`src/rtl/inst_fetch_cache.sv`:
```
// Instruction fetch front end: direct-mapped one-word-per-line I-cache over a
// byte-wide RAM port, assembling 32-bit little-endian words on a miss.
module inst_fetch_cache #(
  parameter int IDX_W = 6
) (
  input  logic        clk,
  input  logic        rst,
  input  logic        rdy,
  input  logic        flush,
  input  logic        req_valid,
  input  logic [31:0] req_pc,
  output logic        req_ready,
  output logic        resp_valid,
  output logic [31:0] resp_inst,
  output logic [31:0] resp_pc,
  output logic        mem_en,
  output logic [31:0] mem_a,
  input  logic [7:0]  mem_din
);

  localparam int TAG_W = 30 - IDX_W;
  localparam int LINES = 1 << IDX_W;

  localparam logic [1:0] S_IDLE = 2'd0;
  localparam logic [1:0] S_MISS = 2'd1;
  localparam logic [1:0] S_RESP = 2'd2;

  logic [1:0]       state;
  logic [29:0]      pc_q;
  logic [2:0]       cnt;
  logic             cap_v;
  logic [1:0]       cap_lane;
  logic             done;
  logic [31:0]      word_q;
  logic [31:0]      fill_word;
  logic [LINES-1:0] valid;
  logic [TAG_W-1:0] tag_mem  [LINES];
  logic [31:0]      data_mem [LINES];

  logic [IDX_W-1:0] req_idx;
  logic [IDX_W-1:0] miss_idx;
  logic [TAG_W-1:0] req_tag;
  logic             hit;
  logic             issue;
  logic             fill;

  assign req_idx  = req_pc[IDX_W+1:2];
  assign req_tag  = req_pc[31:IDX_W+2];
  assign miss_idx = pc_q[IDX_W-1:0];
  assign hit      = valid[req_idx] && (tag_mem[req_idx] == req_tag);

  assign req_ready  = (state == S_IDLE) && !flush;
  assign resp_valid = (state == S_RESP) && rdy && !flush;

  // cnt[2] marks all four bytes issued; the fill waits for the last capture
  assign issue  = (state == S_MISS) && rdy && !flush && !cnt[2];
  assign mem_en = issue;
  assign mem_a  = issue ? {pc_q, cnt[1:0]} : 32'd0;

  assign fill = (state == S_MISS) && rdy && !flush &&
                ((cap_v && (cap_lane == 2'd3)) || done);

  always_comb begin
    fill_word = word_q;
    if (cap_v) fill_word[{cap_lane, 3'b000} +: 8] = mem_din;
  end

  always_ff @(posedge clk) begin
    if (rst) begin
      state     <= S_IDLE;
      pc_q      <= '0;
      cnt       <= '0;
      cap_v     <= 1'b0;
      cap_lane  <= '0;
      done      <= 1'b0;
      word_q    <= '0;
      resp_inst <= '0;
      resp_pc   <= '0;
      valid     <= '0;
    end else begin
      // RAM latency is fixed, so a byte issued last cycle lands even if rdy dropped
      cap_v <= issue;
      if (issue) cap_lane <= cnt[1:0];
      if (cap_v) word_q <= fill_word;
      if (cap_v && (cap_lane == 2'd3)) done <= 1'b1;

      if (rdy) begin
        if (flush) begin
          state <= S_IDLE;
          cnt   <= '0;
          done  <= 1'b0;
        end else begin
          case (state)
            S_IDLE: begin
              if (req_valid) begin
                if (hit) begin
                  resp_inst <= data_mem[req_idx];
                  resp_pc   <= {req_pc[31:2], 2'b00};
                  state     <= S_RESP;
                end else begin
                  pc_q  <= req_pc[31:2];
                  cnt   <= '0;
                  done  <= 1'b0;
                  state <= S_MISS;
                end
              end
            end
            S_MISS: begin
              if (issue) cnt <= cnt + 3'd1;
              if (fill) begin
                valid[miss_idx] <= 1'b1;
                resp_inst       <= fill_word;
                resp_pc         <= {pc_q, 2'b00};
                done            <= 1'b0;
                state           <= S_RESP;
              end
            end
            S_RESP:  state <= S_IDLE;
            default: state <= S_IDLE;
          endcase
        end
      end
    end
  end

  always_ff @(posedge clk) begin
    if (fill && !rst) begin
      tag_mem[miss_idx]  <= pc_q[29:IDX_W];
      data_mem[miss_idx] <= fill_word;
    end
  end

endmodule

```
`config.mk`:
```
export PLATFORM = sky130hd
export DESIGN_NAME = inst_fetch_cache
export DESIGN_NICKNAME = d
export VERILOG_FILES = /design/src/rtl/inst_fetch_cache.sv
export SDC_FILE = /design/constraint.sdc
export NUM_CORES = 2
export LEC_CHECK = 0
export BUFFER_PORTS_ARGS = -buffer_cell sky130_fd_sc_hd__buf_2
export CAP_MARGIN = 20
export CORE_MARGIN = 2
export CORE_UTILIZATION = 24
export DETAILED_ROUTE_END_ITERATION = 12
export PLACE_DENSITY = 0.44
export SYNTH_ARGS = -nofsm -noshare
export SYNTH_HDL_FRONTEND = slang
export SYNTH_SLANG_ARGS = --single-unit
export TNS_END_PERCENT = 5
```
`constraint.sdc`:
```
create_clock -name clk -period 14.7 [get_ports clk]
set_clock_uncertainty 0.1 [all_clocks]
set_input_delay 0 -clock clk [delete_from_list [all_inputs] [get_ports clk]]
set_output_delay 0 -clock clk [all_outputs]
set_load 0.05 [all_outputs]
```
* After elaboration in Yosys (flattened, before gate mapping)
Memory sizes are Yosys's and may differ from the RTL's.
Index checks and enable logic that the tools add are counted.
W data, S select, Z words.
** Cells by class
- Add/subtract/negate cells :: 2
- $lt $le $gt $ge :: 3
- Multiplexer cells :: 34
- Reductions and logical operators :: 23
- Equality and inequality tests :: 11
- Shifts and indexed selects :: 2
- Bitwise operators :: 3
** Operators with widths (count)
- $mux W32 :: 8
- $pmux W32 S2 :: 2
- $or A64 B64 Y64 :: 1
- $bwmux W32 :: 1
- $shift A8 B7 Y32 const A :: 1
- $shiftx A8 B7 Y32 :: 1
- $eq A24 B24 Y1 :: 1
- $lt A6 B7 Y1 const B :: 2
- $mux W3 :: 4
- $ne A3 B3 Y1 const B :: 4
- $logic_and A1 B1 Y1 :: 11
- $mux W1 :: 10
- $reduce_and A5 Y1 :: 2
- $mux W2 :: 4
- $neg A5 Y7 :: 1
- $bmux W1 S6 :: 1
- $demux W1 S6 :: 1
- $ge A6 B1 Y1 const B :: 1
- $ne A2 B2 Y1 const B :: 3
- $pmux W3 S2 :: 1
- $reduce_and A6 Y1 :: 1
- $eq A2 B2 Y1 const B :: 2
- $pmux W2 S2 :: 1
- $reduce_and A4 Y1 :: 1
- other kinds (10) :: 13
** Word-level totals
- Bits of input ports :: 45
- Word-level logic and storage cells :: 90
- Output and inout bits :: 99
- Memory bits (writable) :: 3584
- Flip-flop bits (word level) :: 199
- Memories kept :: 2
** Memories
- data_mem :: depth 64, bits a word 32, read ports 1, clocked after Yosys merged registers in 0, wr ports 1, RTL line 38 : logic [31:0] data_mem [LINES];
- tag_mem :: depth 64, bits a word 24, read ports 1, clocked after Yosys merged registers in 0, wr ports 1, RTL line 37 : logic [TAG_W-1:0] tag_mem [LINES];

* Longest topological paths before layout
- Depth after elaboration :: 8
- Mapped depth :: 20
- Mapped depth without buffers :: 11

* Worst setup path after synthesis
Ideal clock, no wire load.
- Path kind :: register -> register
- From :: register state[0]
- To :: memory data_mem[56][0] (enable)
- Path buffers :: 1
- Library setup time :: 470 ps
- Stages on the path, launching flop included :: 8
- Setup slack :: 9871 ps
- Arrival time :: 4259 ps
- Required time :: 14130 ps
- Clock period less this slack :: 4829 ps
- Cell sequence :: dfxtp_1 -> inv_1 -> nor2_1 -> nand3b_1 -> nor4b_1 -> nand3_1 -> clkbuf_1 -> nor2_1
** On the way
- Word-level cells in the longest chain between the ends :: 7
** Ends and longest elaborated chain
- start: declaration :: RTL line 28 : logic [1:0] state;
- start signal: assignment :: RTL line 70 : state <= S_IDLE;
- start signal: assignment :: RTL line 89 : state <= S_IDLE;
- start signal: assignment :: RTL line 99 : state <= S_RESP;
- $eq A2 B1 Y1 :: RTL line 60 : assign fill = (state == S_MISS) && rdy && !flush &&
- $logic_and A1 B1 Y1 (3 in a row) :: RTL line 60
- $logic_and A1 B1 Y1 :: RTL line 127 : if (fill && !rst) begin
- $mux W1 :: RTL line 127
- $mux W1 (not written as such) :: RTL line 129 : data_mem[miss_idx] <= fill_word;
- end: declaration :: RTL line 38
No other way between the ends.

* Worst setup path after layout
- From :: input port req_pc[2]
- To :: register resp_inst[1]
** On the way
- Word-level cells in the longest chain between the ends :: 5
- Elaborated cells on any way between the ends :: 11
- Those cells by class :: eq/ne: 2; mux: 5; reduce/logical: 2; memory: 2
** Ends and longest elaborated chain
- start: declaration :: RTL line 11 : input logic [31:0] req_pc,
- $mem_v2 Z64 W24 or $bmux W1 S6 (tied branches)
- $eq A24 B24 Y1 or $mux W1 (tied branches) :: RTL line 50 : assign hit = valid[req_idx] && (tag_mem[req_idx] == req_tag);
- $logic_and A1 B1 Y1 :: RTL line 50
- $ne A2 B2 Y1 (no source line)
- $reduce_and A6 Y1 (no source line)
- end signal: assignment :: RTL line 97 : resp_inst <= data_mem[req_idx];
- end signal: assignment :: RTL line 112 : resp_inst <= fill_word;
- end: declaration :: RTL line 14 : output logic [31:0] resp_inst,
Parallel ways exist; a longest one is shown, timed or not. The select of a mux whose other input is x is not followed.
A chain may end at the register's enable or synchronous reset.

==> metrics <==
antenna viol nets, final=0; crit path kind=in -> reg; WHS Endpoint=resp_pc[8]$_SDFFE_PP0P_; routed via count=74938; gr ovfl total=0; Post-Syn Area=0.146 mm2; reg2reg start=state[0]$_SDFFE_PP0P_; Synth top area share=0.736; clk slew on worst S/H paths=around 0.060 ns; CP required=15.44 ns; port buffer count=139; Yosys top cell by area=edfxtp_1; post-CTS sizing=0; EDFF count, synth=about 3600; Total GRT Usage=0.159; Post-CTS Setup Bufs=0; CP Launch Type=input pin; Root Driver=clkbuf_16; IO Count=between 100 and 150; first-pass iteration count of the detailed router=8; total wire length=503000 um; worst r2r path cells=9; Synth-to-Final Area Change=17.5%; worst-case vdd ir drop=0.0882 mV; Worst Tran Pin Value=roughly 1.2 ns; Top FF cell, synth=edfxtp_1; Place WS=6.79 ns; Gate Count Post-Synth=6764; DRC=0; Clock Latency Late Sink=0.99 ns; TritonCTS clock tree=done; number of global-route vias before repair=75675; fin crit period=between 6 and 7 ns; initial antenna violation count=40; Netlist cell types=74; final setup violation count=0; crit end category=flop; nets=approximately 7400; die height=around 800 um; outcome=completed; Synth async-reset ratio=0; Die W=roughly 800 um; GPL Wtd Cong=0.759; final max-slew violation count=0; Hold Crit Start=req_pc[8]; Yosys reg bits=between 3000 and 4000; r2r endpoint=data_mem[27][10]$_DFFE_PP_; relative slew slack=0.191; clk sink count=~3800; Leak=slightly below 60 nW; clk buf depth=4; vias per cell=roughly 4.8; Cell Pwr Density=130 mW/mm2; Worst Path Arrival=7.70 ns; CTS buffer count=397; synth top area cells=edfxtp_1 74%, mux4_2 15%, dfxtp_1 2.7%, mux2i_1 2.1%, a22oi_1 0.67%; DP Cell Count=14879; Seq/Total Area, Yosys=0.763; hold path depth=5; Finished Layout Cells=15693; largest net degree at the start of global routing=118; die area=0.615 mm2; H-tree levels=5; core area=0.607 mm2; share of cells above drive strength 1=0.280; post-DP HPWL=276000 um; hold crit path type=in -> reg; flop2flop setup slack=8.14 ns; RSZ-0062 raised after global routing=no; initial core utilization=0.241; part of the cycle the worst path needs=0.474; routed len/inst=32.1 um; setup TNS=0 ns; CP Max Fanout=91; f_max=between 0.1 and 0.15 GHz; Initial DRC Count=9195; Mapped Avg Cell Area=21.6 um2; yosys warns=0; FP Rows=around 290; final hold violation count=0; min setup slack post-route=7.74 ns; MaxCap Viol Count=0; first-pass GRT wire length=676000 um
-- worst max-delay path: stages --
cell	delay (ns)
buf_12	0.36
buf_4	0.85
buf_12	0.57
buf_12	0.57
mux4_2	0.59
mux2_2	0.27
a22oi_1	0.29
o2111ai_1	0.16
o31ai_1	0.14
xnor2_1	0.26
a2111oi_1	0.65
inv_2	0.09
nor4_4	0.33
buf_4	0.64
buf_4	0.73
o221ai_1	0.23
nor3b_2	0.22
-- synthesized netlist by cell type, types with 16 or more instances --
cell	n
mux2i_1	312
edfxtp_1	3584
o22ai_1	92
nor2b_1	29
nor3b_2	50
and2_1	39
nor2_1	152
mux4_2	960
buf_4	30
buf_1	42
o221ai_1	30
nand2_1	125
a211oi_1	18
mux2_2	20
inv_1	110
nor3_1	76
o41ai_1	16
dfxtp_1	197
nand2b_1	58
o21ai_0	62
a22oi_1	130
clkbuf_1	193
a21oi_1	48
nand3_1	59
buf_2	125
-- kinds of logic after synthesis --
group / after synthesis / synth area share
AO/OA/AOI/OAI: 484 / 0.0231
XOR/XNOR: 29 / 0.00174
flip-flops: 3781 / 0.763
AND/OR/NAND/NOR: 657 / 0.0249
adder cells (fa/ha/maj): 6 / 0.000514
buffers and inverters: 514 / 0.0156
other: 1 / 0.0000257
multiplexers: 1292 / 0.171
-- report_power, final --
part,total (mW),switching [mW],internal [mW]
logic,0.789,0.500,0.289
registers,11.7,0.00926,11.7
clock network,9.81,4.29,5.52
total,22.3,4.80,17.5
-- stage by stage --
step                      hold slack (ns)   util  instance area (um2)  total power [mW]
after floorplan                    0.0553      -               146000              12.4
after global placement              0.216  0.261               158000              12.7
final                              0.0628  0.283               172000              22.3
after detailed placement            0.208  0.261               158000              12.7
after global routing               0.0471  0.283               172000              22.9
after CTS                         0.00237  0.283               171000              22.5
-- area by class of cell --
| cell class | count | area (um2) |
|---|---|---|
| inverter | 114 | 439 |
| timing repair buffer | 543 | 4380 |
| multi-input combinational | 2470 | 32900 |
| tap | 8064 | 10100 |
| clock buffer | 495 | 10500 |
| antenna | 12 | 30.0 |
| clock inverter | 214 | 1850 |
| fill | 59471 | 435000 |
| sequential | 3781 | 112000 |
-- cell usage in the layout (no fill, tap or decap), types with 101 or more instances in the layout --
| master | synthesis | routed |
|---|---|---|
| a22oi_1 | 130 | 130 |
| buf_2 | 125 | 133 |
| buf_4 | 30 | 292 |
| clkbuf_16 | 0 | 402 |
| clkinv_1 | 2 | 101 |
| dfxtp_1 | 197 | 173 |
| edfxtp_1 | 3584 | 3584 |
| inv_1 | 110 | 107 |
| mux2i_1 | 312 | 312 |
| mux4_2 | 960 | 960 |
| nand2_1 | 125 | 125 |
-- sequential cells by signal, summed over array words and instances (netlist names) --
register and flops:
cap_lane 2, cap_v 1, cnt 3, data_mem 2048
done 1, pc_q 30, resp_inst 32, resp_pc 30
state 2, tag_mem 1536, valid 64, word_q 32
-- worst max path at each step --
stage | start | endpoint | cells after the start
after floorplan | state[0]$_SDFFE_PP0P_ | data_mem[56][0]$_DFFE_PP_ | 7
after global placement | req_pc[2] | resp_inst[1]$_SDFFE_PP0P_ | 17
after detailed placement | req_pc[2] | resp_inst[1]$_SDFFE_PP0P_ | 17
after CTS | req_pc[2] | resp_inst[1]$_SDFFE_PP0P_ | 17
after global routing | req_pc[2] | resp_inst[1]$_SDFFE_PP0P_ | 17
final | req_pc[2] | resp_inst[1]$_SDFFE_PP0P_ | 17
-- timing repair --
action,CTS,global route
hold buffers,81,0
endpoints found under the setup margin,0,0
endpoints found under the hold margin,764,0
-- layer usage --
| metal | wire, um | part of all wire | track usage | up-vias |
|---|---|---|---|---|
| li1 | - | - | - | 29505 |
| met1 | 218000 | 0.43 | 0.223 | 41944 |
| met2 | 241000 | 0.48 | 0.263 | 2886 |
| met3 | 31900 | 0.063 | 0.0208 | 601 |
| met4 | 11800 | 0.023 | 0.0358 | 2 |
| met5 | 20 | 0.000040 | 0 | - |
No activity file was read; power rests on OpenSTA's default activity.
